### src/rtl/mips_ctrl_pkg.sv
// Shared definitions for the multicycle MIPS main control FSM.
// Optional addi support is compiled in with MULTICYCLE_ADDI_EN.
package mips_ctrl_pkg;

  // Opcodes (instruction[31:26])
  localparam logic [5:0] OP_RTYPE = 6'b000000;
  localparam logic [5:0] OP_LW    = 6'b100011;
  localparam logic [5:0] OP_SW    = 6'b101011;
  localparam logic [5:0] OP_BEQ   = 6'b000100;
  localparam logic [5:0] OP_J     = 6'b000010;
  localparam logic [5:0] OP_ADDI  = 6'b001000;

  // ALU B-input select codes
  localparam logic [1:0] ASB_REGB   = 2'b00;
  localparam logic [1:0] ASB_FOUR   = 2'b01;
  localparam logic [1:0] ASB_IMM    = 2'b10;
  localparam logic [1:0] ASB_IMM_SH = 2'b11;

  // PC source select codes
  localparam logic [1:0] PCS_ALU    = 2'b00;
  localparam logic [1:0] PCS_ALUOUT = 2'b01;
  localparam logic [1:0] PCS_JUMP   = 2'b10;

  // Main control states; encodings are visible on dbg_state.
  typedef enum logic [3:0] {
    S_FETCH  = 4'd0,
    S_DECODE = 4'd1,
    S_MEMADR = 4'd2,
    S_MEMRD  = 4'd3,
    S_MEMWB  = 4'd4,
    S_MEMWR  = 4'd5,
    S_EXEC   = 4'd6,
    S_RWB    = 4'd7,
    S_BRANCH = 4'd8,
    S_JUMP   = 4'd9,
    S_ADDIEX = 4'd10,
    S_ADDIWB = 4'd11
  } state_t;

  // True when DECODE has somewhere to send this opcode.
  function automatic logic op_supported(input logic [5:0] op);
    logic ok;
    ok = (op == OP_RTYPE) || (op == OP_LW) || (op == OP_SW) ||
         (op == OP_BEQ) || (op == OP_J);
`ifdef MULTICYCLE_ADDI_EN
    ok = ok || (op == OP_ADDI);
`endif
    return ok;
  endfunction

endpackage

### src/rtl/multicycle_control_outdec.sv
// Combinational Moore output decoder: state (+ mem_ready for the fetch
// write enables) to every datapath control. Reset forces all outputs low so
// no write enable survives into the cycle reset rises.
// Optional addi states are decoded only with MULTICYCLE_ADDI_EN.
module multicycle_control_outdec
  import mips_ctrl_pkg::*;
(
  input  logic       rst,
  input  state_t     state,
  input  logic       mem_ready,
  output logic       pc_write,
  output logic       pc_write_cond,
  output logic       i_or_d,
  output logic       mem_read,
  output logic       mem_write,
  output logic       mem_to_reg,
  output logic       ir_write,
  output logic       alu_src_a,
  output logic       reg_write,
  output logic       reg_dst,
  output logic       alu_op0,
  output logic       alu_op1,
  output logic [1:0] alu_src_b,
  output logic [1:0] pc_source
);

  // Per-state control decode; everything defaults to 0.
  always_comb begin
    pc_write      = 1'b0;
    pc_write_cond = 1'b0;
    i_or_d        = 1'b0;
    mem_read      = 1'b0;
    mem_write     = 1'b0;
    mem_to_reg    = 1'b0;
    ir_write      = 1'b0;
    alu_src_a     = 1'b0;
    reg_write     = 1'b0;
    reg_dst       = 1'b0;
    alu_op0       = 1'b0;
    alu_op1       = 1'b0;
    alu_src_b     = ASB_REGB;
    pc_source     = PCS_ALU;
    if (!rst) begin
      case (state)
        S_FETCH: begin
          // PC/IR only capture once memory has delivered the instruction.
          mem_read  = 1'b1;
          alu_src_b = ASB_FOUR;
          pc_source = PCS_ALU;
          ir_write  = mem_ready;
          pc_write  = mem_ready;
        end
        S_DECODE: begin
          alu_src_b = ASB_IMM_SH;
        end
        S_MEMADR: begin
          alu_src_a = 1'b1;
          alu_src_b = ASB_IMM;
        end
        S_MEMRD: begin
          mem_read = 1'b1;
          i_or_d   = 1'b1;
        end
        S_MEMWB: begin
          reg_write  = 1'b1;
          mem_to_reg = 1'b1;
        end
        S_MEMWR: begin
          mem_write = 1'b1;
          i_or_d    = 1'b1;
        end
        S_EXEC: begin
          alu_src_a = 1'b1;
          alu_src_b = ASB_REGB;
          alu_op1   = 1'b1;
        end
        S_RWB: begin
          reg_write = 1'b1;
          reg_dst   = 1'b1;
        end
        S_BRANCH: begin
          alu_src_a     = 1'b1;
          alu_src_b     = ASB_REGB;
          alu_op0       = 1'b1;
          pc_write_cond = 1'b1;
          pc_source     = PCS_ALUOUT;
        end
        S_JUMP: begin
          pc_write  = 1'b1;
          pc_source = PCS_JUMP;
        end
`ifdef MULTICYCLE_ADDI_EN
        S_ADDIEX: begin
          alu_src_a = 1'b1;
          alu_src_b = ASB_IMM;
        end
        S_ADDIWB: begin
          reg_write = 1'b1;
        end
`endif
        default: begin
        end
      endcase
    end
  end

endmodule

### src/rtl/multicycle_control.sv
// Main control FSM for the multicycle MIPS datapath: state register and
// next-state logic; outputs come from multicycle_control_outdec.
// Handshake: mem_ready=1 in a cycle where MemRead/MemWrite is asserted means
// memory completed that access this cycle; the FSM holds in FETCH, MEMRD or
// MEMWR until it sees mem_ready=1, and never advances PC/IR before then.
// Define MULTICYCLE_ADDI_EN to add the addi path (ADDIEX -> ADDIWB).
module multicycle_control
  import mips_ctrl_pkg::*;
#(
  parameter int STATE_W = 4
) (
  input  logic               clk,
  input  logic               reset,
  input  logic [5:0]         opcode,
  input  logic               mem_ready,
  output logic               PCWrite,
  output logic               PCWriteCond,
  output logic               IorD,
  output logic               MemRead,
  output logic               MemWrite,
  output logic               MemtoReg,
  output logic               IRWrite,
  output logic               ALUSrcA,
  output logic               RegWrite,
  output logic               RegDst,
  output logic               ALUOP0,
  output logic               ALUOP1,
  output logic [1:0]         ALUSrcB,
  output logic [1:0]         PCSource,
  output logic               illegal_op,
  output logic [STATE_W-1:0] dbg_state
);

  state_t state_q;
  state_t state_d;

  // State register, asynchronously forced to FETCH.
  always_ff @(posedge clk or posedge reset) begin
    if (reset) state_q <= S_FETCH;
    else       state_q <= state_d;
  end

  // Next-state: memory states wait on mem_ready, DECODE/MEMADR use opcode.
  always_comb begin
    state_d = S_FETCH;
    case (state_q)
      S_FETCH:  state_d = mem_ready ? S_DECODE : S_FETCH;
      S_DECODE: begin
        case (opcode)
          OP_LW, OP_SW: state_d = S_MEMADR;
          OP_RTYPE:     state_d = S_EXEC;
          OP_BEQ:       state_d = S_BRANCH;
          OP_J:         state_d = S_JUMP;
`ifdef MULTICYCLE_ADDI_EN
          OP_ADDI:      state_d = S_ADDIEX;
`endif
          default:      state_d = S_FETCH;
        endcase
      end
      S_MEMADR: state_d = (opcode == OP_LW) ? S_MEMRD : S_MEMWR;
      S_MEMRD:  state_d = mem_ready ? S_MEMWB : S_MEMRD;
      S_MEMWR:  state_d = mem_ready ? S_FETCH : S_MEMWR;
      S_EXEC:   state_d = S_RWB;
`ifdef MULTICYCLE_ADDI_EN
      S_ADDIEX: state_d = S_ADDIWB;
`endif
      // MEMWB, RWB, BRANCH, JUMP, ADDIWB and unused encodings
      default:  state_d = S_FETCH;
    endcase
  end

  // Unsupported opcode flag, only meaningful while decoding.
  always_comb begin
    illegal_op = !reset && (state_q == S_DECODE) && !op_supported(opcode);
  end

  assign dbg_state = STATE_W'(state_q);

  multicycle_control_outdec u_outdec (
    .rst           (reset),
    .state         (state_q),
    .mem_ready     (mem_ready),
    .pc_write      (PCWrite),
    .pc_write_cond (PCWriteCond),
    .i_or_d        (IorD),
    .mem_read      (MemRead),
    .mem_write     (MemWrite),
    .mem_to_reg    (MemtoReg),
    .ir_write      (IRWrite),
    .alu_src_a     (ALUSrcA),
    .reg_write     (RegWrite),
    .reg_dst       (RegDst),
    .alu_op0       (ALUOP0),
    .alu_op1       (ALUOP1),
    .alu_src_b     (ALUSrcB),
    .pc_source     (PCSource)
  );

endmodule

### config.mk
export PLATFORM = sky130hd
export DESIGN_NAME = multicycle_control
export DESIGN_NICKNAME = d
export VERILOG_FILES = /design/src/rtl/mips_ctrl_pkg.sv /design/src/rtl/multicycle_control_outdec.sv /design/src/rtl/multicycle_control.sv
export SDC_FILE = /design/constraint.sdc
export NUM_CORES = 1
export LEC_CHECK = 0
export ABC_AREA = 0
export BUFFER_PORTS_ARGS = -buffer_cell sky130_fd_sc_hd__buf_4
export CAP_MARGIN = 10
export CORE_UTILIZATION = 37
export CTS_CLUSTER_SIZE = 40
export DETAILED_ROUTE_END_ITERATION = 8
export HOLD_SLACK_MARGIN = 0.02
export PLACE_DENSITY_LB_ADDON = 0.2
export RECOVER_POWER = 25
export SYNTH_ARGS = -nofsm -noshare
export SYNTH_HDL_FRONTEND = slang
export SYNTH_SLANG_ARGS = --single-unit
### constraint.sdc
create_clock -name clk -period 1.49 [get_ports clk]
set_input_delay 0.149 -clock clk [delete_from_list [all_inputs] [get_ports clk]]
set_output_delay 0.149 -clock clk [all_outputs]
set_load 0.02 [all_outputs]
==> impl_metrics.prom, run 1 <==
# TYPE chip_impl_metric gauge
chip_impl_metric{name="netlist_instances",unit=""} 62
chip_impl_info{name="crit_slowest_cell",value="or3_4"} 1
chip_impl_metric{name="die_width",unit="um"} 38.8
chip_impl_metric{name="complex_gate_fraction_of_the_synthesized_area",unit="%"} 17.7
chip_impl_metric{name="crit_path_max_incr_delay",unit="ns"} 0.40
chip_impl_metric{name="floorplan.io_pins",unit=""} 30
chip_impl_metric{name="drt.antenna.violating_nets",unit=""} 0
chip_impl_metric{name="timing.final.hold_violations",unit=""} 0
chip_impl_metric{name="yosysWarnings",unit=""} 0
chip_impl_info{name="crit_family",value="simple AND/OR/NAND/NOR gates"} 1
chip_impl_metric{name="clock_sink_count",unit=""} 4
chip_impl_metric{name="detailedRoute.firstIterationViolations",unit=""} 19
chip_impl_info{name="crit_path_cell_trace",value="or3_4 > a2111oi_4 > buf_4"} 1
chip_impl_info{name="cp-end-kind",value="output pin"} 1
chip_impl_metric{name="cts_made_buffers",unit=""} 3
chip_impl_metric{name="number_of_synthesized_flops_with_an_enable_pin",unit=""} 0
chip_impl_metric{name="grt_max_degree",unit=""} 10
chip_impl_info{name="run_status",value="finished, violations left"} 1
chip_impl_info{name="synth_area_leaders",value="dfrtp_1 (20%), nor3_1 (7.0%), nor2_1 (6.7%)"} 1
chip_impl_metric{name="grtUsageTotal",unit="%"} 27.8
chip_impl_metric{name="synth.net_count",unit=""} 71
chip_impl_metric{name="post-dp-hpwl",unit="um"} 1300
chip_impl_metric{name="path_buf_inv",unit=""} 1
chip_impl_metric{name="final_instance_count_excl_fillers",unit=""} 120
chip_impl_metric{name="worstPathRequired",unit="ns"} 1.34
chip_impl_info{name="worst_setup_path_start_kind",value="flip-flop"} 1
chip_impl_metric{name="cts-root-to-sink-buffers",unit=""} 2
chip_impl_metric{name="worst_slew_pin_slew",unit="ns"} 0.348
chip_impl_metric{name="htreeDepth",unit=""} 1
chip_impl_metric{name="floorplan.die.height",unit="um"} 38.8
chip_impl_metric{name="slew_headroom",unit="%"} 76.7
chip_impl_metric{name="synth.cell_area",unit="um2"} 502
chip_impl_metric{name="postSynth.asyncResetShare",unit="%"} 100
chip_impl_metric{name="postPlaceCellArea",unit="um2"} 852
chip_impl_metric{name="synth_seq_area_share",unit="%"} 20.0
chip_impl_metric{name="postSynthRegisterBits",unit=""} 4
chip_impl_info{name="clock_tree_from_tritoncts",value="done"} 1
chip_impl_metric{name="route.detailed.wl_per_inst",unit="um"} 14.6
chip_impl_metric{name="netlist.area_leader.share",unit="%"} 20.0
chip_impl_metric{name="place.gp.congestion",unit=""} 0.814
chip_impl_metric{name="numPlacedInstances",unit=""} 113
chip_impl_info{name="hp-class",value="input port to flip-flop"} 1
chip_impl_metric{name="setup_violations",unit=""} 15
chip_impl_metric{name="cap_viol_max_count",unit=""} 0
chip_impl_metric{name="clkTransAtPathRegs",unit="ns"} 0.05
chip_impl_info{name="grt_setup_unrepaired",value="true"} 1
chip_impl_metric{name="timing.final.crit_period",unit="ns"} 1.71
chip_impl_metric{name="grt_antenna_before_repair",unit=""} 0
chip_impl_metric{name="critical_path.max_fanout",unit=""} 3
chip_impl_metric{name="synth.mux.area_fraction",unit="%"} 0
chip_impl_metric{name="ir_drop",unit="V"} 0.000491
chip_impl_metric{name="io_buffer_count",unit=""} 29
chip_impl_metric{name="clock_insertion_delay_worst_skew",unit="ns"} 0.25
chip_impl_metric{name="clock.fmax",unit="GHz"} 0.585
chip_impl_metric{name="ys_types",unit=""} 35
chip_impl_metric{name="synthAdderAreaFrac",unit="%"} 0
chip_impl_metric{name="first_pass_grt_wire_length",unit="um"} 2750
chip_impl_metric{name="yosys.area_share.simple",unit="%"} 46.9
chip_impl_metric{name="grt.overflow.total",unit=""} 0
chip_impl_metric{name="start_util",unit="%"} 42.3
chip_impl_metric{name="num_antenna_cells",unit=""} 0
chip_impl_info{name="ys_top_cells_by_count",value="nor2_1 (9), nor3_1 (7), dfrtp_1 (4), inv_1 (4)"} 1
chip_impl_metric{name="die_area",unit="um2"} 1510
chip_impl_metric{name="syn_avg_cell_area",unit="um2"} 8.09
chip_impl_metric{name="ratio_of_cells_with_drive_above_1_in_the_final_layout",unit="%"} 66.0
chip_impl_metric{name="fraction_of_the_cycle_the_final_worst_path_needs",unit="%"} 115
chip_impl_metric{name="fin_skew",unit="ns"} 0.00802
chip_impl_metric{name="first_global_vias",unit=""} 594
chip_impl_metric{name="setup_slack_after_layout",unit="ns"} -0.219
chip_impl_info{name="violations",value="setup timing"} 1
chip_impl_metric{name="via_count",unit=""} 661
chip_impl_metric{name="p_leak",unit="nW"} 0.450
chip_impl_metric{name="drt_drc_violations_left",unit=""} 0
chip_impl_metric{name="layout.nets",unit=""} 117
chip_impl_metric{name="yosys.area_share.xor_xnor",unit="%"} 5.24
chip_impl_info{name="dominant_combinational_cell_family_by_area_after_synthesis",value="simple AND/OR/NAND/NOR gates"} 1
chip_impl_metric{name="design.core.area",unit="um2"} 1190
chip_impl_metric{name="finalMaxSlewViolations",unit=""} 0
chip_impl_metric{name="core.rowCount",unit=""} 12
chip_impl_metric{name="vias_per_cell",unit=""} 5.51
chip_impl_metric{name="critPathArrivalTime",unit="ns"} 1.56
chip_impl_metric{name="routed_wl",unit="um"} 1750
chip_impl_info{name="synth_top_flop_cell",value="dfrtp_1"} 1
chip_impl_metric{name="syn_to_final_growth",unit="%"} 89.5
chip_impl_info{name="timing.setup.critical_path_class",value="flip-flop to output pin"} 1
chip_impl_metric{name="power_density",unit="nW/um2"} 547
chip_impl_info{name="synth_most_common_cell",value="nor2_1"} 1
chip_impl_metric{name="final_design_area_no_fill",unit="um2"} 951
chip_impl_metric{name="drt_pre_antenna_iters",unit=""} 4
chip_impl_info{name="clockRootBuffer",value="clkbuf_4"} 1
chip_impl_info{name="post-synth-top-area-cell",value="dfrtp_1"} 1
chip_impl_metric{name="max_reg_flops",unit=""} 4
-- through the flow --
| step | power [mW] | setup WS [ns] | hold WS (ns) | utilization, % | TNS [ns] |
|---|---|---|---|---|---|
| 6_report | 0.520 | -0.219 | 0.165 | 80.2 | -1.89 |
| 2_1_floorplan | 0.255 | -0.180 | -0.0851 | - | -0.507 |
| 4_1_cts | 0.519 | -0.223 | 0.149 | 79.9 | -1.78 |
| 3_3_place_gp | 0.354 | 0.0322 | 0.0825 | 71.8 | 0 |
| 3_5_place_dp | 0.358 | -0.00722 | 0.0797 | 71.8 | -0.00722 |
| 5_1_grt | 0.538 | -0.264 | 0.167 | 80.2 | -2.66 |
-- cell families after synthesis --
group	count (synthesis)
buffers and inverters	9
AOI/OAI and AO/OA	10
and+or+nand+nor	36
xor gates and xnor gates	3
DFF	4
-- worst paths after layout --
kind | startpoint | to | slack [ns] | cells after the start
max | dbg_state[2] | illegal_op | -0.22 | 3
min | opcode[1] | dbg_state[2] | 0.16 | 2
max reg2reg | dbg_state[2] | dbg_state[2] | -0.10 | 5
min reg2reg | dbg_state[3] | dbg_state[0] | 0.65 | 2
max in group asynchronous | reset | dbg_state[3] | 0.93 | 3
min in group asynchronous | reset | dbg_state[2] | 0.39 | 3
-- power by group --
part           internal [mW]  leakage (nW)  total (mW)  switching [mW]
Combinational          0.119         0.387       0.251           0.132
Clock                 0.0910        0.0138       0.148          0.0573
Sequential             0.115        0.0492       0.121         0.00560
-- cells in the final DEF, fill, tap and decap left out, types with 2 or more instances in the layout --
master / synthesis / final
and2_1: 2 / 2
and2b_2: 2 / 2
buf_4: 2 / 38
buf_6: 1 / 7
clkbuf_4: 0 / 3
dfrtp_2: 0 / 3
inv_1: 4 / 4
nand3_1: 2 / 2
nor2_1: 9 / 7
nor3_1: 7 / 3
nor3_2: 0 / 3
o21ai_0: 2 / 2
xor2_1: 2 / 2
-- timing repair --
item,4_1_cts,5_1_grt
resized for setup,11,1
hold buffers,1,0
setup buffers,3,0
endpoints found under the hold margin,4,0
setup endpoints to repair,15,18
pin swaps,3,3
-- cell type report --
| class | count | area (um2) |
|---|---|---|
| clock buffers | 3 | 22.5 |
| fillers | 95 | 235 |
| inverters | 4 | 15.0 |
| multi-input cells | 49 | 418 |
| flip-flops and latches | 4 | 104 |
| well taps | 14 | 17.5 |
| repair buffers | 46 | 374 |
-- layer usage --
layer  GRT usage (%)  part of all wire, %
met5               0                    0
met1            30.3                   39
met2            50.4                   55
met4            18.1                  1.9
met3            1.73                  4.3
Note: power is estimated with default switching activity, not from simulation.
==> inputs of run 2 (changes only) <==
--- a/config.mk
+++ b/config.mk
@@ -8,7 +8,7 @@
 export ABC_AREA = 0
 export BUFFER_PORTS_ARGS = -buffer_cell sky130_fd_sc_hd__buf_4
 export CAP_MARGIN = 10
-export CORE_UTILIZATION = 37
+export CORE_UTILIZATION = 38
 export CTS_CLUSTER_SIZE = 40
 export DETAILED_ROUTE_END_ITERATION = 8
 export HOLD_SLACK_MARGIN = 0.02
@@ -16,4 +16,5 @@
 export RECOVER_POWER = 25
 export SYNTH_ARGS = -nofsm -noshare
 export SYNTH_HDL_FRONTEND = slang
+export SYNTH_HIERARCHICAL = 1
 export SYNTH_SLANG_ARGS = --single-unit
==> run 2 against run 1 <==
  * The flow still finishes with violations (setup timing)
  * Core utilization rose by 5.4 points
  * First-iteration DRC count rose by 5.3%
  * Die area rose by 4.6%
  * Largest power group unchanged
==> impl_metrics.prom, run 2 <==
# TYPE chip_impl_metric gauge
chip_impl_metric{name="power.sequential.fraction",unit="%"} 20.4
chip_impl_info{name="worst_setup_path_start_kind",value="flip-flop"} 1
chip_impl_metric{name="drt-met1-wl",unit="um"} 897
chip_impl_info{name="synth_area_leaders",value="dfrtp_1 (19%), or3_4 (6.2%), nor3b_2 (4.6%)"} 1
chip_impl_metric{name="yosysWarnings",unit=""} 6
chip_impl_metric{name="syn_to_final_growth",unit="%"} 109
chip_impl_metric{name="die_area",unit="um2"} 1580
chip_impl_metric{name="synth_seq_area_share",unit="%"} 18.5
chip_impl_metric{name="cell_internal_pwr",unit="mW"} 0.367
chip_impl_metric{name="timing.final.crit_period",unit="ns"} 1.78
chip_impl_metric{name="setup_slack_after_layout",unit="ns"} -0.293
chip_impl_metric{name="clock_sink_count",unit=""} 4
chip_impl_metric{name="path_buf_inv",unit=""} 2
chip_impl_info{name="timing.setup.critical_path_class",value="flip-flop to output pin"} 1
chip_impl_metric{name="combinational_power_share",unit="%"} 50.5
chip_impl_metric{name="cap_viol_max_count",unit=""} 0
chip_impl_metric{name="first_global_vias",unit=""} 641
chip_impl_metric{name="clock.fmax",unit="GHz"} 0.561
chip_impl_info{name="violations",value="setup timing"} 1
chip_impl_info{name="synth_top_flop_cell",value="dfrtp_1"} 1
chip_impl_info{name="highest_layer",value="met4"} 1
chip_impl_metric{name="worstPathRequired",unit="ns"} 1.34
chip_impl_metric{name="postSynthRegisterBits",unit=""} 4
chip_impl_metric{name="slew_headroom",unit="%"} 58.0
chip_impl_metric{name="drt_pre_antenna_iters",unit=""} 4
chip_impl_metric{name="place.gp.congestion",unit=""} 0.862
chip_impl_metric{name="via_count",unit=""} 732
chip_impl_metric{name="detailedRoute.firstIterationViolations",unit=""} 20
chip_impl_metric{name="synth.net_count",unit=""} 73
chip_impl_metric{name="final_design_area_no_fill",unit="um2"} 1130
chip_impl_metric{name="critPathArrivalTime",unit="ns"} 1.63
chip_impl_metric{name="io_buffer_count",unit=""} 29
chip_impl_info{name="mostFrequentLayoutCell",value="buf_4"} 1
chip_impl_metric{name="postPlaceCellArea",unit="um2"} 892
chip_impl_metric{name="num_antenna_cells",unit=""} 0
chip_impl_info{name="clockRootBuffer",value="clkbuf_4"} 1
chip_impl_metric{name="grt.overflow.total",unit=""} 0
chip_impl_info{name="grt_setup_unrepaired",value="true"} 1
chip_impl_metric{name="postLayoutCoreUtil",unit="%"} 85.6
chip_impl_metric{name="power_dissipated_by_switching_net_loads",unit="mW"} 0.220
chip_impl_metric{name="fillCellCount",unit=""} 75
chip_impl_metric{name="fin_skew",unit="ns"} 0.0125
chip_impl_info{name="crit_path_cell_trace",value="buf_6 > or3b_4 > nor3_2 > buf_4"} 1
chip_impl_metric{name="syn_avg_cell_area",unit="um2"} 8.45
chip_impl_metric{name="synth.cell_area",unit="um2"} 541
chip_impl_metric{name="design.core.area",unit="um2"} 1320
chip_impl_metric{name="ratio_of_cells_with_drive_above_1_in_the_final_layout",unit="%"} 67.3
chip_impl_metric{name="crit_path_max_incr_delay",unit="ns"} 0.44
chip_impl_metric{name="final-seq-area",unit="um2"} 103
chip_impl_info{name="crit_slowest_cell",value="dfrtp_2"} 1
chip_impl_metric{name="routed-wl-met2",unit="um"} 1020
chip_impl_metric{name="die_width",unit="um"} 39.7
chip_impl_metric{name="finalMaxSlewViolations",unit=""} 0
chip_impl_metric{name="grt_max_degree",unit=""} 11
chip_impl_metric{name="p_leak",unit="nW"} 0.496
chip_impl_metric{name="clkTransAtPathRegs",unit="ns"} 0.05
chip_impl_metric{name="timing.final.hold_violations",unit=""} 0
chip_impl_metric{name="switching_share",unit="%"} 37.5
chip_impl_metric{name="core.rowCount",unit=""} 13
chip_impl_info{name="run_status",value="finished, violations left"} 1
chip_impl_metric{name="drt.antenna.violating_nets",unit=""} 0
chip_impl_metric{name="postSynth.asyncResetShare",unit="%"} 100
chip_impl_metric{name="cts_made_buffers",unit=""} 3
chip_impl_metric{name="drt_drc_violations_left",unit=""} 0
chip_impl_metric{name="fraction_of_the_cycle_the_final_worst_path_needs",unit="%"} 120
chip_impl_metric{name="wl_met3",unit="um"} 118
chip_impl_metric{name="floorplan.io_pins",unit=""} 30
chip_impl_info{name="cp-end-kind",value="output pin"} 1
chip_impl_metric{name="ys_types",unit=""} 38
chip_impl_metric{name="ir_drop",unit="V"} 0.000397
chip_impl_metric{name="cts-root-to-sink-buffers",unit=""} 2
chip_impl_info{name="crit_family",value="simple AND/OR/NAND/NOR gates"} 1
chip_impl_metric{name="vias_per_cell",unit=""} 5.72
chip_impl_info{name="ys_top_cells_by_count",value="nor2_1 (6), dfrtp_1 (4)"} 1
chip_impl_metric{name="power_density",unit="nW/um2"} 521
chip_impl_metric{name="max_reg_flops",unit=""} 4
chip_impl_metric{name="grtUsageTotal",unit="%"} 29.8
chip_impl_metric{name="worst_slew_pin_slew",unit="ns"} 0.629
chip_impl_info{name="hp-class",value="input port to flip-flop"} 1
chip_impl_metric{name="multiInputGateArea",unit="um2"} 546
chip_impl_metric{name="route.detailed.wl_per_inst",unit="um"} 16.4
chip_impl_info{name="post-synth-top-area-cell",value="dfrtp_1"} 1
chip_impl_metric{name="clock_insertion_delay_worst_skew",unit="ns"} 0.26
chip_impl_metric{name="netlist_instances",unit=""} 64
chip_impl_metric{name="first_pass_grt_wire_length",unit="um"} 2990
chip_impl_metric{name="floorplan.die.height",unit="um"} 39.7
chip_impl_info{name="synth_most_common_cell",value="nor2_1"} 1
chip_impl_metric{name="routed_wl",unit="um"} 2100
chip_impl_metric{name="number_of_synthesized_flops_with_an_enable_pin",unit=""} 0
chip_impl_metric{name="htreeDepth",unit=""} 1
chip_impl_metric{name="part_of_the_power_in_the_clock_network",unit="%"} 29.1
chip_impl_metric{name="start_util",unit="%"} 41.0
chip_impl_metric{name="layout.nets",unit=""} 123
chip_impl_metric{name="grt_antenna_before_repair",unit=""} 0
chip_impl_metric{name="netlist.area_leader.share",unit="%"} 18.5
chip_impl_metric{name="setup_violations",unit=""} 20
chip_impl_info{name="most-common-layout-cells",value="buf_4 (32), buf_6 (15)"} 1
chip_impl_metric{name="post-dp-hpwl",unit="um"} 1260
chip_impl_info{name="clock_tree_from_tritoncts",value="done"} 1
chip_impl_metric{name="critical_path.max_fanout",unit=""} 5
-- run 2: cell type report --
cell class	count	area share (%)
Clock buffer	4	2.33
Inverter	3	0.999
Multi-Input combinational cell	53	48.4
Sequential cell	4	9.10
Tap cell	15	1.66
Timing Repair Buffer	49	37.5
-- run 2: timing repair --
action / in CTS / in global routing
endpoints found under the setup margin: 19 / 20
buffers inserted: 5 / 3
endpoints found under the hold margin: 4 / 0
gates resized for setup: 23 / 9
pin swaps: 10 / 5
hold buffers: 1 / 0
-- run 2: cell families after synthesis --
logic type,Yosys count,synth area share [%]
AND/OR/NAND/NOR,37,49.8
flip-flops,4,18.5
AO/OA/AOI/OAI,12,18.3
multiplexers,1,1.85
XOR/XNOR,3,4.86
buffers and inverters,7,6.71
-- run 2: worst reg2reg max path, stage by stage, from the launching register on --
cell,delay [ns]
dfrtp_2,0.44
nand2b_4,0.15
or3_4,0.35
or3_4,0.38
o32ai_4,0.22
-- run 2: layer usage --
| layer | up-vias | GRT usage (%) |
|---|---|---|
| li1 | 334 | - |
| met1 | 351 | 38.4 |
| met2 | 39 | 43.4 |
| met3 | 8 | 9.09 |
| met4 | 0 | 15.5 |
| met5 | - | 0 |
-- run 2: worst paths after layout --
check | start | endpoint | slack [ns] | cells after the start
min in group asynchronous | reset | dbg_state[0] | 0.64 | 3
setup reg to reg | dbg_state[3] | dbg_state[0] | -0.15 | 4
max in group asynchronous | reset | dbg_state[3] | 0.67 | 3
hold reg to reg | dbg_state[1] | dbg_state[3] | 0.73 | 2
setup / recovery | dbg_state[3] | MemtoReg | -0.29 | 4
hold / removal | opcode[4] | dbg_state[0] | 0.27 | 3
-- run 2: through the flow --
step	setup slack (ns)	power [mW]	TNS [ns]	std cells	hold slack (ns)
CTS	-0.241	0.564	-2.52	126	0.222
detailed placement	-0.104	0.342	-0.301	116	0.118
global route	-0.327	0.619	-3.77	128	0.270
finish	-0.293	0.587	-2.98	128	0.274
floorplan	-0.164	0.249	-1.00	64	-0.0851
global placement	-0.0622	0.337	-0.177	116	0.109
-- run 2: power by group through the flow --
stage | sequential, mW | combinational [mW] | clock, mW
global placement | 0.122 | 0.215 | 0
finish | 0.120 | 0.297 | 0.171
global route | 0.120 | 0.315 | 0.184
CTS | 0.119 | 0.272 | 0.172
floorplan | 0.135 | 0.114 | 0
detailed placement | 0.123 | 0.219 | 0
